--- config.mk ---
export PLATFORM = sky130hd
export DESIGN_NAME = cache_way_allocator
export DESIGN_NICKNAME = d
export VERILOG_FILES = /design/src/rtl/cache_way_allocator_pkg.sv /design/src/rtl/cache_way_allocator_way_state_array.sv /design/src/rtl/cache_way_allocator.sv
export SDC_FILE = /design/constraint.sdc
export NUM_CORES = 1
export LEC_CHECK = 0
export CAP_MARGIN = 5
export CORE_ASPECT_RATIO = 0.7
export CORE_MARGIN = 8
export CORE_UTILIZATION = 40
export CTS_CLUSTER_DIAMETER = 150
export DETAILED_ROUTE_END_ITERATION = 8
export SLEW_MARGIN = 25
export SYNTH_ARGS = -nofsm -noshare
export SYNTH_HDL_FRONTEND = slang
export SYNTH_HIERARCHICAL = 1
export SYNTH_SLANG_ARGS = --single-unit
--- constraint.sdc ---
create_clock -name clk -period 4.8 [get_ports clk]
set_input_delay 0.48 -clock clk [delete_from_list [all_inputs] [get_ports clk]]
set_output_delay 0.48 -clock clk [all_outputs]
set_load 0.05 [all_outputs]
--- src/rtl/cache_way_allocator_pkg.sv ---
// Shared widths, allocator state encoding and address-slice helpers for the
// 2-way cache tag/allocation logic.
package cache_types;

   localparam int TAG_W = 24;
   localparam int IDX_W = 3;
   localparam int OFF_W = 5;
   localparam int SETS  = 1 << IDX_W;

   typedef enum logic [1:0] {
      IDLE      = 2'd0,
      WRITEBACK = 2'd1,
      FETCH     = 2'd2
   } alloc_state_t;

   function automatic logic [TAG_W-1:0] tag_of(input logic [31:0] addr);
      return addr[31:OFF_W+IDX_W];
   endfunction

   function automatic logic [IDX_W-1:0] idx_of(input logic [31:0] addr);
      return addr[OFF_W+IDX_W-1:OFF_W];
   endfunction

   function automatic logic [31:0] line_addr(input logic [TAG_W-1:0] tag,
                                             input logic [IDX_W-1:0] idx);
      return {tag, idx, {OFF_W{1'b0}}};
   endfunction

endpackage

--- src/rtl/cache_way_allocator_way_state_array.sv ---
// Per-way tag/valid/dirty storage: combinational read, one synchronous write
// port that can fill a line, set dirty or clear dirty.
module way_state_array
   import cache_types::*;
(
   input  logic             clk,
   input  logic             rst_n,
   input  logic [IDX_W-1:0] rd_idx,
   output logic [TAG_W-1:0] rd_tag,
   output logic             rd_valid,
   output logic             rd_dirty,
   input  logic [IDX_W-1:0] wr_idx,
   input  logic             fill_en,
   input  logic [TAG_W-1:0] fill_tag,
   input  logic             set_dirty,
   input  logic             clr_dirty
);

   logic [SETS-1:0][TAG_W-1:0] tag_q, tag_d;
   logic [SETS-1:0]            valid_q, valid_d;
   logic [SETS-1:0]            dirty_q, dirty_d;

   assign rd_tag   = tag_q[rd_idx];
   assign rd_valid = valid_q[rd_idx];
   assign rd_dirty = dirty_q[rd_idx];

   // A fill always leaves the new line clean, so it wins over dirty updates.
   always_comb begin
      tag_d   = tag_q;
      valid_d = valid_q;
      dirty_d = dirty_q;
      if (fill_en) begin
         tag_d[wr_idx]   = fill_tag;
         valid_d[wr_idx] = 1'b1;
         dirty_d[wr_idx] = 1'b0;
      end else if (clr_dirty) begin
         dirty_d[wr_idx] = 1'b0;
      end else if (set_dirty) begin
         dirty_d[wr_idx] = 1'b1;
      end
   end

   always_ff @(posedge clk or negedge rst_n) begin
      if (!rst_n) begin
         tag_q   <= '0;
         valid_q <= '0;
         dirty_q <= '0;
      end else begin
         tag_q   <= tag_d;
         valid_q <= valid_d;
         dirty_q <= dirty_d;
      end
   end

endmodule

--- src/rtl/cache_way_allocator.sv ---
// Miss handling for the 2-way cache: owns tag/valid/dirty/LRU state, picks the
// victim, and sequences writeback then fetch over the pmem port.
//
// state     | meaning
// IDLE      | serve hits, update LRU/dirty, detect misses
// WRITEBACK | dirty victim line being written to pmem
// FETCH     | new line being read from pmem into the victim way
module cache_way_allocator
   import cache_types::*;
(
   input  logic             clk,
   input  logic             rst_n,
   input  logic [31:0]      mem_address,
   input  logic             mem_read,
   input  logic             mem_write,
   input  logic             hit,
   input  logic             hit_way,
   output logic [TAG_W-1:0] tag_0,
   output logic [TAG_W-1:0] tag_1,
   output logic             valid_0,
   output logic             valid_1,
   output logic             pmem_read,
   output logic             pmem_write,
   output logic [31:0]      pmem_address,
   input  logic             pmem_resp,
   output logic             data_load,
   output logic             data_way,
   output logic             busy
);

   alloc_state_t    state_q, state_d;
   logic            victim_q, victim_d;
   logic [SETS-1:0] lru_q, lru_d;
   logic            pmem_read_q, pmem_read_d;
   logic            pmem_write_q, pmem_write_d;
   logic [31:0]     pmem_address_q, pmem_address_d;

   logic [IDX_W-1:0] idx;
   logic             req;
   logic             dirty_0, dirty_1;
   logic             lru_way;
   logic             vict_valid, vict_dirty;
   logic [TAG_W-1:0] vict_tag;
   logic [1:0]       fill_en, set_dirty, clr_dirty;
   logic             data_load_c;

   assign idx        = idx_of(mem_address);
   assign req        = mem_read | mem_write;
   assign lru_way    = lru_q[idx];
   assign vict_valid = lru_way ? valid_1 : valid_0;
   assign vict_dirty = lru_way ? dirty_1 : dirty_0;
   assign vict_tag   = lru_way ? tag_1 : tag_0;

   way_state_array u_way0 (
      .clk       (clk),
      .rst_n     (rst_n),
      .rd_idx    (idx),
      .rd_tag    (tag_0),
      .rd_valid  (valid_0),
      .rd_dirty  (dirty_0),
      .wr_idx    (idx),
      .fill_en   (fill_en[0]),
      .fill_tag  (tag_of(mem_address)),
      .set_dirty (set_dirty[0]),
      .clr_dirty (clr_dirty[0])
   );

   way_state_array u_way1 (
      .clk       (clk),
      .rst_n     (rst_n),
      .rd_idx    (idx),
      .rd_tag    (tag_1),
      .rd_valid  (valid_1),
      .rd_dirty  (dirty_1),
      .wr_idx    (idx),
      .fill_en   (fill_en[1]),
      .fill_tag  (tag_of(mem_address)),
      .set_dirty (set_dirty[1]),
      .clr_dirty (clr_dirty[1])
   );

   always_comb begin
      state_d        = state_q;
      victim_d       = victim_q;
      lru_d          = lru_q;
      pmem_read_d    = pmem_read_q;
      pmem_write_d   = pmem_write_q;
      pmem_address_d = pmem_address_q;
      fill_en        = 2'b00;
      set_dirty      = 2'b00;
      clr_dirty      = 2'b00;
      data_load_c    = 1'b0;
      unique case (state_q)
         IDLE: begin
            if (req && hit) begin
               lru_d[idx] = ~hit_way;
               if (mem_write) set_dirty[hit_way] = 1'b1;
            end else if (req) begin
               victim_d = lru_way;
               if (vict_valid && vict_dirty) begin
                  state_d        = WRITEBACK;
                  pmem_write_d   = 1'b1;
                  pmem_address_d = line_addr(vict_tag, idx);
               end else begin
                  state_d        = FETCH;
                  pmem_read_d    = 1'b1;
                  pmem_address_d = line_addr(tag_of(mem_address), idx);
               end
            end
         end
         WRITEBACK: begin
            if (pmem_resp) begin
               clr_dirty[victim_q] = 1'b1;
               state_d             = FETCH;
               pmem_write_d        = 1'b0;
               pmem_read_d         = 1'b1;
               pmem_address_d      = line_addr(tag_of(mem_address), idx);
            end
         end
         FETCH: begin
            // LRU is left alone here; the post-fill hit cycle updates it.
            if (pmem_resp) begin
               data_load_c       = 1'b1;
               fill_en[victim_q] = 1'b1;
               state_d           = IDLE;
               pmem_read_d       = 1'b0;
               pmem_address_d    = '0;
            end
         end
         default: begin
            state_d        = IDLE;
            pmem_read_d    = 1'b0;
            pmem_write_d   = 1'b0;
            pmem_address_d = '0;
         end
      endcase
   end

   always_ff @(posedge clk or negedge rst_n) begin
      if (!rst_n) begin
         state_q        <= IDLE;
         victim_q       <= 1'b0;
         lru_q          <= '0;
         pmem_read_q    <= 1'b0;
         pmem_write_q   <= 1'b0;
         pmem_address_q <= '0;
      end else begin
         state_q        <= state_d;
         victim_q       <= victim_d;
         lru_q          <= lru_d;
         pmem_read_q    <= pmem_read_d;
         pmem_write_q   <= pmem_write_d;
         pmem_address_q <= pmem_address_d;
      end
   end

   assign pmem_read    = pmem_read_q;
   assign pmem_write   = pmem_write_q;
   assign pmem_address = pmem_address_q;
   assign data_load    = data_load_c;
   assign data_way     = victim_q;
   assign busy         = (state_q != IDLE);

endmodule

Word-level counts from Yosys, hierarchy flattened
Index checks and enable logic that the tools add are counted.

word-level totals
  bits in registers = 461
  bits of input ports = 39
  output and inout bits = 87
  logic and storage cells = 129

cells by class
  $lt $le $gt $ge = 6
  equality and inequality tests = 8
  mux-type cells = 64
  bitwise operators = 11
  reductions and logical operators = 14

operator list
  kind                                                                   count
  192-bit bitwise mux                                                    2
  32-bit 2-to-1 mux                                                      5
  24-bit binary-select mux with 3-bit select                             2
  24-bit 2-to-1 mux                                                      4
  32-bit case mux with 3 select lines                                    1
  24-bit demux with 3-bit select                                         1
  8-bit 2-to-1 mux                                                       6
  8-bit bitwise OR                                                       4
  2-bit 2-to-1 mux                                                       11
  1-bit 2-to-1 mux                                                       20
  8-bit bitwise AND                                                      2
  1-bit binary-select mux with 3-bit select                              5
  2-bit != test (second input constant)                                  6
  5-bit AND reduction                                                    2
  8-bit bitwise mux                                                      1
  8-bit inverter                                                         1
  1-bit case mux with 3 select lines                                     2
  2-bit case mux with 3 select lines                                     1
  3-bit nonzero test                                                     2
  1-bit logical AND                                                      5
  1-bit by 2-bit < comparator with 1-bit output (second input constant)  2
  3-bit by 4-bit < comparator with 1-bit output (second input constant)  1
  4-bit AND reduction                                                    1
  1-bit demux with 3-bit select                                          1
  11 further kinds                                                       15

Longest topological paths before layout
  depth in word-level cells = 10
  mapped depth = 9
  mapped depth without buffers = 6

By module
Netlist, hierarchy kept.

by module, submodules not included
  module                    times used  cells an instance  area each (sq um)  seq. area each (sq um)
  way_state_array (u_way0)  1           556                9640.5             5205.0
  way_state_array (u_way1)  1           556                9587.9             5205.0
  cache_way_allocator       1           342                2922.8             1001.0

Least setup slack after synthesis
No wires, ideal clock.

  path type = flip-flop to flip-flop
  start = reg state_q[0]
  end = reg u_way1/tag_q[10] (netlist name)
  library setup time = 125 ps
  arrival = 3045 ps
  required time = 4675 ps
  slack = 1630 ps
  cell stages (with the launch flop) = 8
  buffers on the path = 3
  period minus slack after synthesis = 3170 ps
  cells stage by stage = dfrtp_1 > clkbuf_1 > nor3_1 > and2_1 > buf_2 > nor4b_4 > buf_6 > mux2_2

between the ends
  cells in the longest elaborated chain, start to end = 2

RTL lines
  item                    line                                       RTL
  from (decl)             cache_way_allocator.sv:31                  alloc_state_t state_q, state_d;
  from (signal assigned)  cache_way_allocator.sv:148                 state_q <= state_d;
  2-bit == test           cache_way_allocator.sv:93                  unique case (state_q)
  2-bit 2-to-1 mux        cache_way_allocator.sv:93
  net fill_en[1]          cache_way_allocator.sv:44                  logic [1:0] fill_en, set_dirty, clr_dirty;
  to (signal assigned)    cache_way_allocator_way_state_array.sv:49  tag_q <= tag_d;
  to (decl)               cache_way_allocator_way_state_array.sv:19  logic [SETS-1:0][TAG_W-1:0] tag_q, tag_d;

The timed path passes the listed nets, and every way through them passes these cells.
A chain may end at the register's enable or synchronous reset.

Final worst setup path
  start = in mem_address[5]
  end = out tag_1[21]

between the ends
  cells in the longest elaborated chain, start to end = 2

RTL lines
  item                                        line                                       RTL
  from (decl)                                 cache_way_allocator.sv:13                  input logic [31:0] mem_address,
  24-bit binary-select mux with 3-bit select  cache_way_allocator_way_state_array.sv:23  assign rd_tag = tag_q[rd_idx];
  24-bit 2-to-1 mux (implied by the code)     cache_way_allocator_way_state_array.sv:23
  to (decl)                                   cache_way_allocator.sv:19                  output logic [TAG_W-1:0] tag_1,

No other way between the ends. The select of a mux whose other input is x is not followed.

==> flow_metrics.py <==
metrics = {
    "cells_and_area": {
        "fin_area_um2": 25490,
        "fin_cells": 2320,
        "nets": 1581,
        "layout.cells.most_common": "dfrtp_1",
        "syn_to_final_growth_pct": 15.07,
        "layout-drive-gt1-share_pct": 41.39,
        "n_antenna_cell": 0,
        "layout_common_cells": "dfrtp_1 (456), mux2_2 (442), clkdlybuf4s50_1 (111), inv_1 (79), mux4_1 (68)",
    },
    "logic_synthesis": {
        "synthArstFlopShare_pct": 100.0,
        "synth_edf_count": 0,
        "ys_ff_latch": 456,
        "synthMuxAreaShare_pct": 35.66,
        "synthAdderAreaFrac_pct": 0,
        "ys_types": 53,
        "synth-compound-area-share_pct": 2.858,
        "synth_area_um2": 22150,
        "synth_top_family_by_area": "multiplexers",
        "seq_area_frac_synth_pct": 51.51,
        "synth_cells": 1454,
        "yosys.area_share.xor_xnor_pct": 0,
        "avgSynthCellArea_um2": 15.23,
        "synth_flop_cell": "dfrtp_1",
        "synthSimpleGateAreaFrac_pct": 5.084,
        "ys_warn_count": 6,
    },
    "sta": {
        "fin_setup_tns_ns": 0,
        "drv_slew": 0,
        "rsz0062_at_grt": "no",
        "tightest_slew_ns": 1.052,
        "fin_ws_ns": 1.106,
        "timing.final.hold_violations": 0,
        "finalCritPeriodShare_pct": 76.96,
        "fin_skew_ns": 0.01518,
        "fin_crit_ns": 3.694,
        "slew_headroom_pct": 29.85,
        "max_freq_ghz": 0.2707,
        "setup_violations": 0,
    },
    "setup_path": {
        "cp.required_ns": 4.32,
        "cp_max_fo": 86,
        "cp-end-kind": "primary output",
        "startpoint": "mem_address[5]",
        "start_kind": "primary input",
        "slowest_delay_ns": 0.71,
        "cp-endpoint": "tag_1[21]",
        "reg2reg_slack_ns": 1.57,
        "worstRegToRegCells": 7,
        "cp.depth": 5,
        "path_class": "primary input to primary output",
        "cpLargestDelayFamily": "buffers and inverters",
        "r2r_end": "u_way1/tag_q[156]",
        "r2r_start": "state_q[1]",
        "worstPathArrival_ns": 3.21,
        "critPathBufInv": 3,
        "crit_chain": "buf_6 -> buf_4 -> mux4_1 -> mux2_2 -> clkdlybuf4s50_1",
        "critPathSlowestCell": "clkdlybuf4s50_1",
    },
    "detailed_routing": {
        "drt-wirelength-per-cell_um": 24.08,
        "viasPerCell": 5.556,
        "num_vias": 12890,
        "dr.pass1.iters": 5,
        "drt_iter0_drc": 854,
        "drc": 0,
        "wl_um": 55870,
        "drt.antenna.violating_nets": 0,
    },
    "placement": {
        "io_buffers": 115,
        "place_inst": 2229,
        "placed_area_um2": 23820,
        "hpwl_um": 34770,
        "gp_routability_congestion": 0.7423,
        "dp_slack_ns": 1.069,
    },
    "floorplan": {
        "initial_utilization_pct": 40.31,
        "die_y_um": 212.9,
        "die_area_um2": 63280,
        "num_rows": 72,
        "io-pin-count": 126,
        "core-area_um2": 54950,
        "die_w_um": 297.3,
    },
    "power_and_ir_drop": {
        "total_leakage_power_nw": 11.57,
        "power.switching_mw": 5.330,
        "combPwrFrac_pct": 35.9,
        "power_density_nw_per_um2": 616.9,
        "p_int_mw": 10.39,
        "ir_drop_mv": 0.3112,
        "p_total_mw": 15.72,
        "seq_power_share_pct": 39.8,
        "p_sw_share_pct": 33.90,
        "p_clk_share_pct": 24.3,
    },
    "cts": {
        "ctsHoldBuffers": 0,
        "tritoncts": "built",
        "ctsResizeCount": 0,
        "clk_pin_slew_worst_paths_ns": 0.06,
        "cts-buffers-inserted": 49,
        "worstSkewPairLatency_ns": 0.58,
        "clock_sinks": 456,
        "cts_setup_buffers": 0,
        "cts_buffer_depth": 3,
        "htreeDepth": 2,
        "cts_root_buf": "clkbuf_16",
    },
    "global_route": {
        "grt_pass1_wl_um": 86130,
        "antenna_found_initial": 0,
        "gr-usage-all-layers_pct": 17.41,
        "grt_max_degree": 127,
        "grt_pass1_vias": 13639,
        "grt_overflow_total": 0,
    },
    "worst_hold_path": {
        "min_path_type": "primary input to async pin",
    },
    "outcome": {
        "status": "finished, final reports clean",
    },
    "run": {
        "maxCapViolCount": 0,
    },
}
==> metal layers <==
metal	vias up	track usage, %	part of all wire, %
met3	68	3.707	4.4
met2	247	26.44	45
met5	-	0	0
met1	6891	25.68	49
li1	5684	-	-
met4	0	3.580	1.6
==> logic make-up (layout without fill, tap and decap cells) <==
group,count (synthesis),count (layout)
simple gates,160,160
mux,575,575
buf+inv,198,320
flops,456,456
other cells,1,5
compound gates,64,64
==> registers in the layout, summed over array words and instances (netlist names), named ones only <==
name	cells
pmem_read	1
u_way1/tag_q	192
u_way0/tag_q	192
lru_q	8
u_way1/valid_q	8
u_way0/valid_q	8
data_way	1
pmem_write	1
pmem_address	27
state_q	2
==> metrics by stage <==
| step | hold slack [ns] | utilization (%) |
|---|---|---|
| floorplan | 0.1844 | - |
| CTS | 0.05907 | 46.32 |
| finish | 0.4379 | 46.38 |
| global route | 0.4731 | 46.38 |
| detailed placement | 0.4470 | 43.34 |
| global placement | 0.4443 | 43.34 |
==> cell usage after synthesis (4+ instances only) <==
cell      number  area, um^2
dfrtp_1      456       11410
mux2_2       442        4977
inv_1         80       300.3
mux4_1        68        1787
nor4_1        49       306.5
clkbuf_1      40       150.1
mux4_2        37       833.3
buf_2         29       145.1
nand3_1       28       140.1
mux2i_1       24       240.2
buf_4         22       165.2
o221ai_2      20       300.3
buf_6         18       202.7
and4bb_2      10       125.1
nand2_1       10       37.54
nand2b_1      10       62.56
nor2_1        10       37.54
o22a_1        10       87.58
o21ai_0        9       45.04
or2_2          9       56.30
clkbuf_8       8       110.1
and4b_1        7       70.07
nand4b_2       6       90.09
o221ai_1       4       35.03
o32a_1         4       40.04
==> power groups by stage <==
stage	Clock, mW	Sequential, mW	Combinational [mW]
6_report	3.82	6.27	5.64
5_1_grt	4.08	6.46	6.00
4_1_cts	3.93	6.26	5.68
3_5_place_dp	0	6.32	5.67
3_3_place_gp	0	6.22	5.55
2_1_floorplan	0	6.42	3.79
==> how the worst min path moves through the flow <==
| stage | from | end | slack (ns) | cells after the start |
|---|---|---|---|---|
| finish | rst_n | lru_q[5] | 0.44 | 2 |
| floorplan | rst_n | data_way | 0.18 | 0 |
| global route | rst_n | lru_q[4] | 0.47 | 2 |
| detailed placement | u_way0/valid_q[5] | u_way0/valid_q[5] | 0.45 | 1 |
| global placement | u_way0/valid_q[7] | u_way0/valid_q[7] | 0.44 | 1 |
| CTS | rst_n | lru_q[5] | 0.06 | 1 |
==> cell type report <==
cell class / count / area (um^2)
Clock inverter: 15 / 131.4
Tap cell: 740 / 925.9
Inverter: 80 / 300.3
Fill cell: 4781 / 29460
Sequential cell: 456 / 11410
Timing Repair Buffer: 151 / 1524
Clock buffer: 74 / 1503
Multi-Input combinational cell: 804 / 9694
Note: power is estimated with default switching activity, not from simulation.
